[src/rtl/pll_dyn_pkg.sv]
// Shared types and helpers for the rPLL dynamic-divider controller.
package pll_dyn_pkg;

  typedef enum logic [2:0] {
    StApply,
    StLockWait,
    StSettle,
    StReady,
    StError
  } state_e;

  localparam int unsigned DivW  = 6;
  localparam int unsigned LostW = 8;

  // rPLL dynamic select pins take the inverted divide-by-minus-one value.
  function automatic logic [DivW-1:0] encode_div(input logic [DivW-1:0] sel, input bit invert);
    return invert ? ~sel : sel;
  endfunction

  // Timer width that holds the largest of the three count limits without wrapping.
  function automatic int unsigned timer_width(input int unsigned a, input int unsigned b,
                                              input int unsigned c);
    int unsigned m;
    m = a;
    if (b > m) m = b;
    if (c > m) m = c;
    return (m < 2) ? 1 : $clog2(m + 1);
  endfunction

endpackage

[src/rtl/pll_dyn_ctrl_if.sv]
// Divider request handshake between user logic (master) and the PLL controller (slave).
interface pll_dyn_ctrl_if;
  import pll_dyn_pkg::*;

  logic            req_valid;
  logic            req_ready;
  logic [DivW-1:0] req_fdiv;
  logic [DivW-1:0] req_idiv;

  modport master (output req_valid, output req_fdiv, output req_idiv, input req_ready);
  modport slave (input req_valid, input req_fdiv, input req_idiv, output req_ready);

endinterface

[src/rtl/pll_lock_sync.sv]
// Two-flop synchroniser for the asynchronous PLL lock indication.
module pll_lock_sync (
  input  logic clk_i,
  input  logic rst_i,
  input  logic async_i,
  output logic sync_o
);

  logic [1:0] stage_q, stage_d;

  always_comb begin
    stage_d = {stage_q[0], async_i};
  end

  always_ff @(posedge clk_i) begin
    if (rst_i) begin
      stage_q <= 2'b00;
    end else begin
      stage_q <= stage_d;
    end
  end

  assign sync_o = stage_q[1];

endmodule

[src/rtl/pll_dyn_ctrl.sv]
// Dynamic divider / reset sequencer for a Gowin rPLL: applies divider settings, holds the PLL
// in reset, waits for a debounced lock, reports ready and retries on lock timeout.
module pll_dyn_ctrl
  import pll_dyn_pkg::*;
#(
  parameter logic [DivW-1:0] FDIV_INIT     = '0,
  parameter logic [DivW-1:0] IDIV_INIT     = '0,
  parameter bit              INVERT_SEL    = 1'b1,
  parameter int unsigned     RESET_CYCLES  = 16,
  parameter int unsigned     LOCK_TIMEOUT  = 65535,
  parameter int unsigned     STABLE_CYCLES = 256,
  parameter int unsigned     MAX_RETRY     = 3
) (
  input  logic             clkin,
  input  logic             reset,
  pll_dyn_ctrl_if.slave    req,
  input  logic             pll_lock,
  output logic             pll_reset,
  output logic             pll_reset_p,
  output logic [DivW-1:0]  pll_fdiv,
  output logic [DivW-1:0]  pll_idiv,
  output logic             ready,
  output logic             busy,
  output logic             err,
  output logic [LostW-1:0] lock_lost_cnt
);

  localparam int unsigned TimerW = timer_width(RESET_CYCLES, LOCK_TIMEOUT, STABLE_CYCLES);
  localparam int unsigned RetryW = $clog2(MAX_RETRY + 2);

  localparam logic [TimerW-1:0] ResetLast   = TimerW'(RESET_CYCLES - 1);
  localparam logic [TimerW-1:0] TimeoutLast = TimerW'(LOCK_TIMEOUT - 1);
  localparam logic [TimerW-1:0] StableLast  = TimerW'(STABLE_CYCLES - 1);
  localparam logic [RetryW-1:0] RetryMax    = RetryW'(MAX_RETRY);
  localparam logic [DivW-1:0]   FdivRst     = encode_div(FDIV_INIT, INVERT_SEL);
  localparam logic [DivW-1:0]   IdivRst     = encode_div(IDIV_INIT, INVERT_SEL);

  logic lock_s;

  pll_lock_sync u_lock_sync (
    .clk_i  (clkin),
    .rst_i  (reset),
    .async_i(pll_lock),
    .sync_o (lock_s)
  );

  state_e            state_q, state_d;
  logic [TimerW-1:0] timer_q, timer_d;
  logic [RetryW-1:0] retry_q, retry_d;
  logic [DivW-1:0]   fdiv_q, fdiv_d;
  logic [DivW-1:0]   idiv_q, idiv_d;
  logic [LostW-1:0]  lost_q, lost_d;
  logic              err_q, err_d;
  logic              pll_reset_q, pll_reset_d;
  logic              ready_q, ready_d;
  logic              busy_q, busy_d;
  logic              req_ready_q, req_ready_d;
  logic              req_hs;

  assign req_hs = req.req_valid & req_ready_q;

  always_comb begin
    state_d = state_q;
    timer_d = timer_q;
    retry_d = retry_q;
    fdiv_d  = fdiv_q;
    idiv_d  = idiv_q;
    lost_d  = lost_q;
    err_d   = err_q;

    unique case (state_q)
      StApply: begin
        if (timer_q == ResetLast) begin
          state_d = StLockWait;
          timer_d = '0;
        end else begin
          timer_d = timer_q + TimerW'(1);
        end
      end
      StLockWait: begin
        if (lock_s) begin
          // The cycle lock is first seen already counts towards the stable run.
          if (STABLE_CYCLES <= 1) begin
            state_d = StReady;
            timer_d = '0;
            retry_d = '0;
          end else begin
            state_d = StSettle;
            timer_d = TimerW'(1);
          end
        end else if (timer_q == TimeoutLast) begin
          timer_d = '0;
          retry_d = retry_q + RetryW'(1);
          if (retry_q >= RetryMax) begin
            state_d = StError;
            err_d   = 1'b1;
          end else begin
            state_d = StApply;
          end
        end else begin
          timer_d = timer_q + TimerW'(1);
        end
      end
      StSettle: begin
        if (!lock_s) begin
          state_d = StLockWait;
          timer_d = '0;
        end else if (timer_q == StableLast) begin
          state_d = StReady;
          timer_d = '0;
          retry_d = '0;
        end else begin
          timer_d = timer_q + TimerW'(1);
        end
      end
      StReady: begin
        if (!lock_s) begin
          if (lost_q != '1) lost_d = lost_q + LostW'(1);
          state_d = StApply;
          timer_d = '0;
        end
        // A request in the same cycle as a lock drop still takes its new dividers.
        if (req_hs) begin
          fdiv_d  = encode_div(req.req_fdiv, INVERT_SEL);
          idiv_d  = encode_div(req.req_idiv, INVERT_SEL);
          state_d = StApply;
          timer_d = '0;
        end
      end
      StError: begin
        if (req_hs) begin
          fdiv_d  = encode_div(req.req_fdiv, INVERT_SEL);
          idiv_d  = encode_div(req.req_idiv, INVERT_SEL);
          err_d   = 1'b0;
          retry_d = '0;
          state_d = StApply;
          timer_d = '0;
        end
      end
      default: begin
        state_d = StApply;
        timer_d = '0;
      end
    endcase

    pll_reset_d = (state_d == StApply) || (state_d == StError);
    ready_d     = (state_d == StReady);
    busy_d      = state_d inside {StApply, StLockWait, StSettle};
    req_ready_d = (state_d == StReady) || (state_d == StError);
  end

  always_ff @(posedge clkin) begin
    if (reset) begin
      state_q     <= StApply;
      timer_q     <= '0;
      retry_q     <= '0;
      fdiv_q      <= FdivRst;
      idiv_q      <= IdivRst;
      lost_q      <= '0;
      err_q       <= 1'b0;
      pll_reset_q <= 1'b1;
      ready_q     <= 1'b0;
      busy_q      <= 1'b1;
      req_ready_q <= 1'b0;
    end else begin
      state_q     <= state_d;
      timer_q     <= timer_d;
      retry_q     <= retry_d;
      fdiv_q      <= fdiv_d;
      idiv_q      <= idiv_d;
      lost_q      <= lost_d;
      err_q       <= err_d;
      pll_reset_q <= pll_reset_d;
      ready_q     <= ready_d;
      busy_q      <= busy_d;
      req_ready_q <= req_ready_d;
    end
  end

  assign pll_reset     = pll_reset_q;
  assign pll_reset_p   = pll_reset_q;
  assign pll_fdiv      = fdiv_q;
  assign pll_idiv      = idiv_q;
  assign ready         = ready_q;
  assign busy          = busy_q;
  assign err           = err_q;
  assign lock_lost_cnt = lost_q;
  assign req.req_ready = req_ready_q;

endmodule

[src/flat_wrapper.sv]
// flat-port wrapper written by rule: the top's interface ports become plain ports
module pll_dyn_ctrl_flat import pll_dyn_pkg::*;
#(
  parameter logic [DivW-1:0] FDIV_INIT     = '0,
  parameter logic [DivW-1:0] IDIV_INIT     = '0,
  parameter bit              INVERT_SEL    = 1'b1,
  parameter int unsigned     RESET_CYCLES  = 16,
  parameter int unsigned     LOCK_TIMEOUT  = 65535,
  parameter int unsigned     STABLE_CYCLES = 256,
  parameter int unsigned     MAX_RETRY     = 3
)
  (clkin, reset, pll_lock, pll_reset, pll_reset_p, pll_fdiv, pll_idiv, ready, busy, err, lock_lost_cnt, req_req_valid, req_req_fdiv, req_req_idiv, req_req_ready);
  pll_dyn_ctrl_if req_i ();
  input  logic clkin;
  input  logic reset;
  input  logic pll_lock;
  output logic pll_reset;
  output logic pll_reset_p;
  output logic [DivW-1:0] pll_fdiv;
  output logic [DivW-1:0] pll_idiv;
  output logic ready;
  output logic busy;
  output logic err;
  output logic [LostW-1:0] lock_lost_cnt;
  input wire logic [$bits(req_i.req_valid)-1:0] req_req_valid;
  input wire logic [$bits(req_i.req_fdiv)-1:0] req_req_fdiv;
  input wire logic [$bits(req_i.req_idiv)-1:0] req_req_idiv;
  output wire logic [$bits(req_i.req_ready)-1:0] req_req_ready;
  assign req_i.req_valid = req_req_valid;
  assign req_i.req_fdiv = req_req_fdiv;
  assign req_i.req_idiv = req_req_idiv;
  assign req_req_ready = req_i.req_ready;
  pll_dyn_ctrl #(.FDIV_INIT(FDIV_INIT), .IDIV_INIT(IDIV_INIT), .INVERT_SEL(INVERT_SEL), .RESET_CYCLES(RESET_CYCLES), .LOCK_TIMEOUT(LOCK_TIMEOUT), .STABLE_CYCLES(STABLE_CYCLES), .MAX_RETRY(MAX_RETRY)) u_core (.clkin(clkin), .reset(reset), .req(req_i), .pll_lock(pll_lock), .pll_reset(pll_reset), .pll_reset_p(pll_reset_p), .pll_fdiv(pll_fdiv), .pll_idiv(pll_idiv), .ready(ready), .busy(busy), .err(err), .lock_lost_cnt(lock_lost_cnt));
endmodule
[config.mk]
export PLATFORM = sky130hd
export DESIGN_NAME = pll_dyn_ctrl_flat
export DESIGN_NICKNAME = d
export VERILOG_FILES = /design/src/rtl/pll_dyn_pkg.sv /design/src/rtl/pll_dyn_ctrl_if.sv /design/src/rtl/pll_lock_sync.sv /design/src/rtl/pll_dyn_ctrl.sv /design/src/flat_wrapper.sv
export SDC_FILE = /design/constraint.sdc
export NUM_CORES = 1
export LEC_CHECK = 0
export BUFFER_PORTS_ARGS = -buffer_cell sky130_fd_sc_hd__buf_2
export CORE_MARGIN = 4
export CORE_UTILIZATION = 46
export CTS_CLUSTER_DIAMETER = 200
export DETAILED_ROUTE_END_ITERATION = 8
export PLACE_DENSITY = 0.71
export SLEW_MARGIN = 15
export SYNTH_ARGS = -nofsm -noshare
export SYNTH_HDL_FRONTEND = slang
export SYNTH_SLANG_ARGS = --single-unit
[constraint.sdc]
create_clock -name clkin -period 2 [get_ports clkin]
set_clock_uncertainty 0.15 [all_clocks]
set_input_delay 0.3 -clock clkin [delete_from_list [all_inputs] [get_ports clkin]]
set_output_delay 0.3 -clock clkin [all_outputs]
set_load 0.005 [all_outputs]
==> metrics.md <==
| Metric | Value |
|---|---|
| Status | `finished with violations` |
| Violated checks | `setup timing` |
| Final core utilization | `63.3%` |
| GRT Overall Usage | `18.9%` |
| Synth Instances | `269` |
| Crit-path max cell delay | `0.57 ns` |
| FP Rows | `25` |
| Fill cells | `415` |
| Register area share after synthesis | `41.0%` |
| Worst path bufs/invs | `1` |
| Syn nets | `290` |
| CP Cell Sequence | `or4_4, nor4_4, o22ai_2, o31ai_4, buf_4, nor2_2` |
| Simple-gate share of the synthesized area | `29.7%` |
| Largest net degree at the start of global routing | `25` |
| Synthesized flop and latch total | `49` |
| Die Area | `6420 um^2` |
| Top-count cell post-synth | `dfxtp_1` |
| Hold Crit Class | `in -> reg` |
| Compound-Gate Fraction of Synth Area | `14.1%` |
| Area grow syn2layout | `29.1%` |
| CP max stage cell | `or4_4` |
| Yosys warning count | `0` |
| Core area | `between 4000 and 5000 um^2` |
| Sink Count | `49` |
| Final setup fails | `17` |
| # IOs | `42` |
| Initial antenna violation count | `0` |
| Fin. Hold Viols | `0` |
| CTS Buf Count | `5` |
| XOR/XNOR share of the synthesized area | `approximately 6.6%` |
| Vias in the first global route | `2049` |
| Multi-input logic area | `around 1300 um^2` |
| Largest delay share family, worst path | `simple AND/OR/NAND/NOR gates` |
| Overflow after GRT | `0` |
| Slew Limit Fails | `0` |
| Routed len/inst | `13.8 um` |
| CP Max Fanout | `6` |
| Hold WS | `between 0.04 and 0.05 ns` |
| Nets | `364` |
| Clock Root Buffer | `clkbuf_8` |
| Unrepaired setup endpoints after global routing | `true` |
| Post-DP HPWL | `approximately 4100 um` |
| ANT cells | `0` |
| Crit path time final | `2.14 ns` |
| Layout cells sized above 1 | `34.9%` |
| Post-synthesis adder-cell area fraction | `2.61%` |
| Total number of vias | `2189` |
| Starting density of the core | `49.1%` |
| Area contributors post-synth | `dfxtp_1, o211ai_1, nand2_1` |
| P per Cell Area | `between 600 and 700 nW/um^2` |
| Main combinational cell family by area after synthesis | `simple AND/OR/NAND/NOR gates` |
| Tot Pwr | `between 0.0015 and 0.002 W` |
| Maximum clock insertion buffer count | `2` |
| Clock-pin slew on the worst setup and hold paths | `0.09 ns` |
| H-tree lvl count | `2` |
| Synthesized area | `2390 um^2` |
| Asr flop ratio synth | `0%` |
| Distinct cells, synth | `52` |
| Die Y | `80.1 um` |
| Main flop type after synthesis | `dfxtp_1` |
| Critical path class | `reg -> reg` |
| Port Buffers | `41` |
| Post-synth top cells | `dfxtp_1, nand2_1, nor2_1` |
| First-pass GRT wire length | `about 9600 um` |
| Die Wd | `80.1 um` |
| GP Congestion | `0.872` |
| Fin worst setup slack | `-0.137 ns` |
| Top cell type's share of synthesized area | `41.0%` |
| ANT nets after route | `0` |
| Drt first pass iters | `4` |
| Worst Hold Depth | `2` |
| Post-synth top area cell | `dfxtp_1` |
| Total wire length | `5680 um` |
| Static Leak | `1.31 nW` |
| Worst Path Required | `between 2 and 2.5 ns` |
| Detailed Route Iter0 Violations | `approximately 110` |
| Max_slew headroom | `69.1%` |
| Max-Cap Viols | `0` |
| EDFF count, synth | `0` |
| DRC viols | `0` |
| Syn avg cell area | `8.90 um^2` |
| Worst-skew pair later-pin latency | `0.30 ns` |
| CP startpoint kind | `register` |
| Fmax | `468 MHz` |
| WP data arrival | `between 2 and 2.5 ns` |
| Actual slew at the worst max-slew pin | `0.463 ns` |
| Vias per cell | `5.33` |
| Worst R2R Path Depth | `6` |
| Period Utilization, post-route | `107%` |
| Peak VDD IR | `about 0.42 mV` |
| Worst Setup End Kind | `register` |
| Register Area | `around 990 um^2` |
| Crit. path cell count | `6` |
| Mux cell area share after synthesis | `1.67%` |
| Clock tree from TritonCTS | `built` |
-- what timing repair did --
action,4_1_cts,5_1_grt
setup buffers,1,3
endpoints found under the setup margin,20,23
pin swaps,2,8
hold buffers,0,0
resized for setup,0,4
-- power by group --
| group | switching (W) | internal (W) | leakage [nW] |
|---|---|---|---|
| clock | 0.000343 | 0.000503 | 0.0687 |
| combinational | 0.0000461 | 0.0000371 | 0.846 |
| sequential | 0.00000480 | 0.000982 | 0.398 |
| total | 0.000394 | 0.00152 | 1.31 |
-- through the flow --
step	setup TNS [ns]	setup WS (ns)	area [um^2]	instances
2_1_floorplan	-0.343	-0.0364	2420	269
3_3_place_gp	-0.947	-0.0760	2910	399
3_5_place_dp	-1.38	-0.111	2910	399
4_1_cts	-1.86	-0.140	3060	408
5_1_grt	-3.14	-0.202	3090	411
6_report	-1.82	-0.137	3090	411
-- path summary, 6_finish.rpt --
kind | start | end | slack, ns
hold reg to reg | u_core.u_lock_sync.stage_q[0] | u_core.u_lock_sync.stage_q[1] | 0.30
hold / removal | req_req_idiv[4] | u_core.pll_idiv[4] | 0.05
setup reg to reg | u_core.timer_q[15] | u_core.timer_q[5] | -0.14
setup / recovery | u_core.timer_q[15] | u_core.timer_q[5] | -0.14
-- area by class of cell --
cell class / count / area share [%]
clock buffers: 5 / 2.23
inverters: 10 / 1.22
multi-input cells: 196 / 43.3
repair buffers: 81 / 16.4
clock inverters: 3 / 2.23
well taps: 67 / 2.71
flip-flops and latches: 49 / 31.9
-- kinds of logic after synthesis --
logic type      after synthesis
fa+ha+maj                     5
flops                        49
compound gates               44
xor+xnor                     18
buf+inv                      24
simple gates                125
mux                           4
-- routing by layer --
metal  vias to the layer above  track usage, %  share of wire, %
met5                         -               0                 0
met4                         0            6.76               1.5
met3                        11            3.81               6.3
met2                        74            29.8                46
met1                      1001            25.5                46
li1                       1103               -                 -
-- cell usage in the layout (no fill, tap or decap), types with 9 or more instances in the layout --
master and instances:
dfxtp_1 45, buf_2 41, xnor2_1 11, nand2_1 31
nand4_1 9, nor3_1 10, nand3_1 10, inv_1 10
buf_4 40, nor2_1 21, o211ai_1 17, nor2_2 10
-- sequential cells by signal, indices dropped and copies added, names as in the netlist --
signal	count
u_core.ready	1
u_core.req.req_ready	1
u_core.retry_q	3
u_core.timer_q	16
u_core.pll_reset	1
u_core.err	1
u_core.u_lock_sync.stage_q	2
u_core.pll_fdiv	6
u_core.busy	1
u_core.lock_lost_cnt	8
u_core.state_q	3
u_core.pll_idiv	6
No activity file was read; power rests on OpenSTA's default activity.
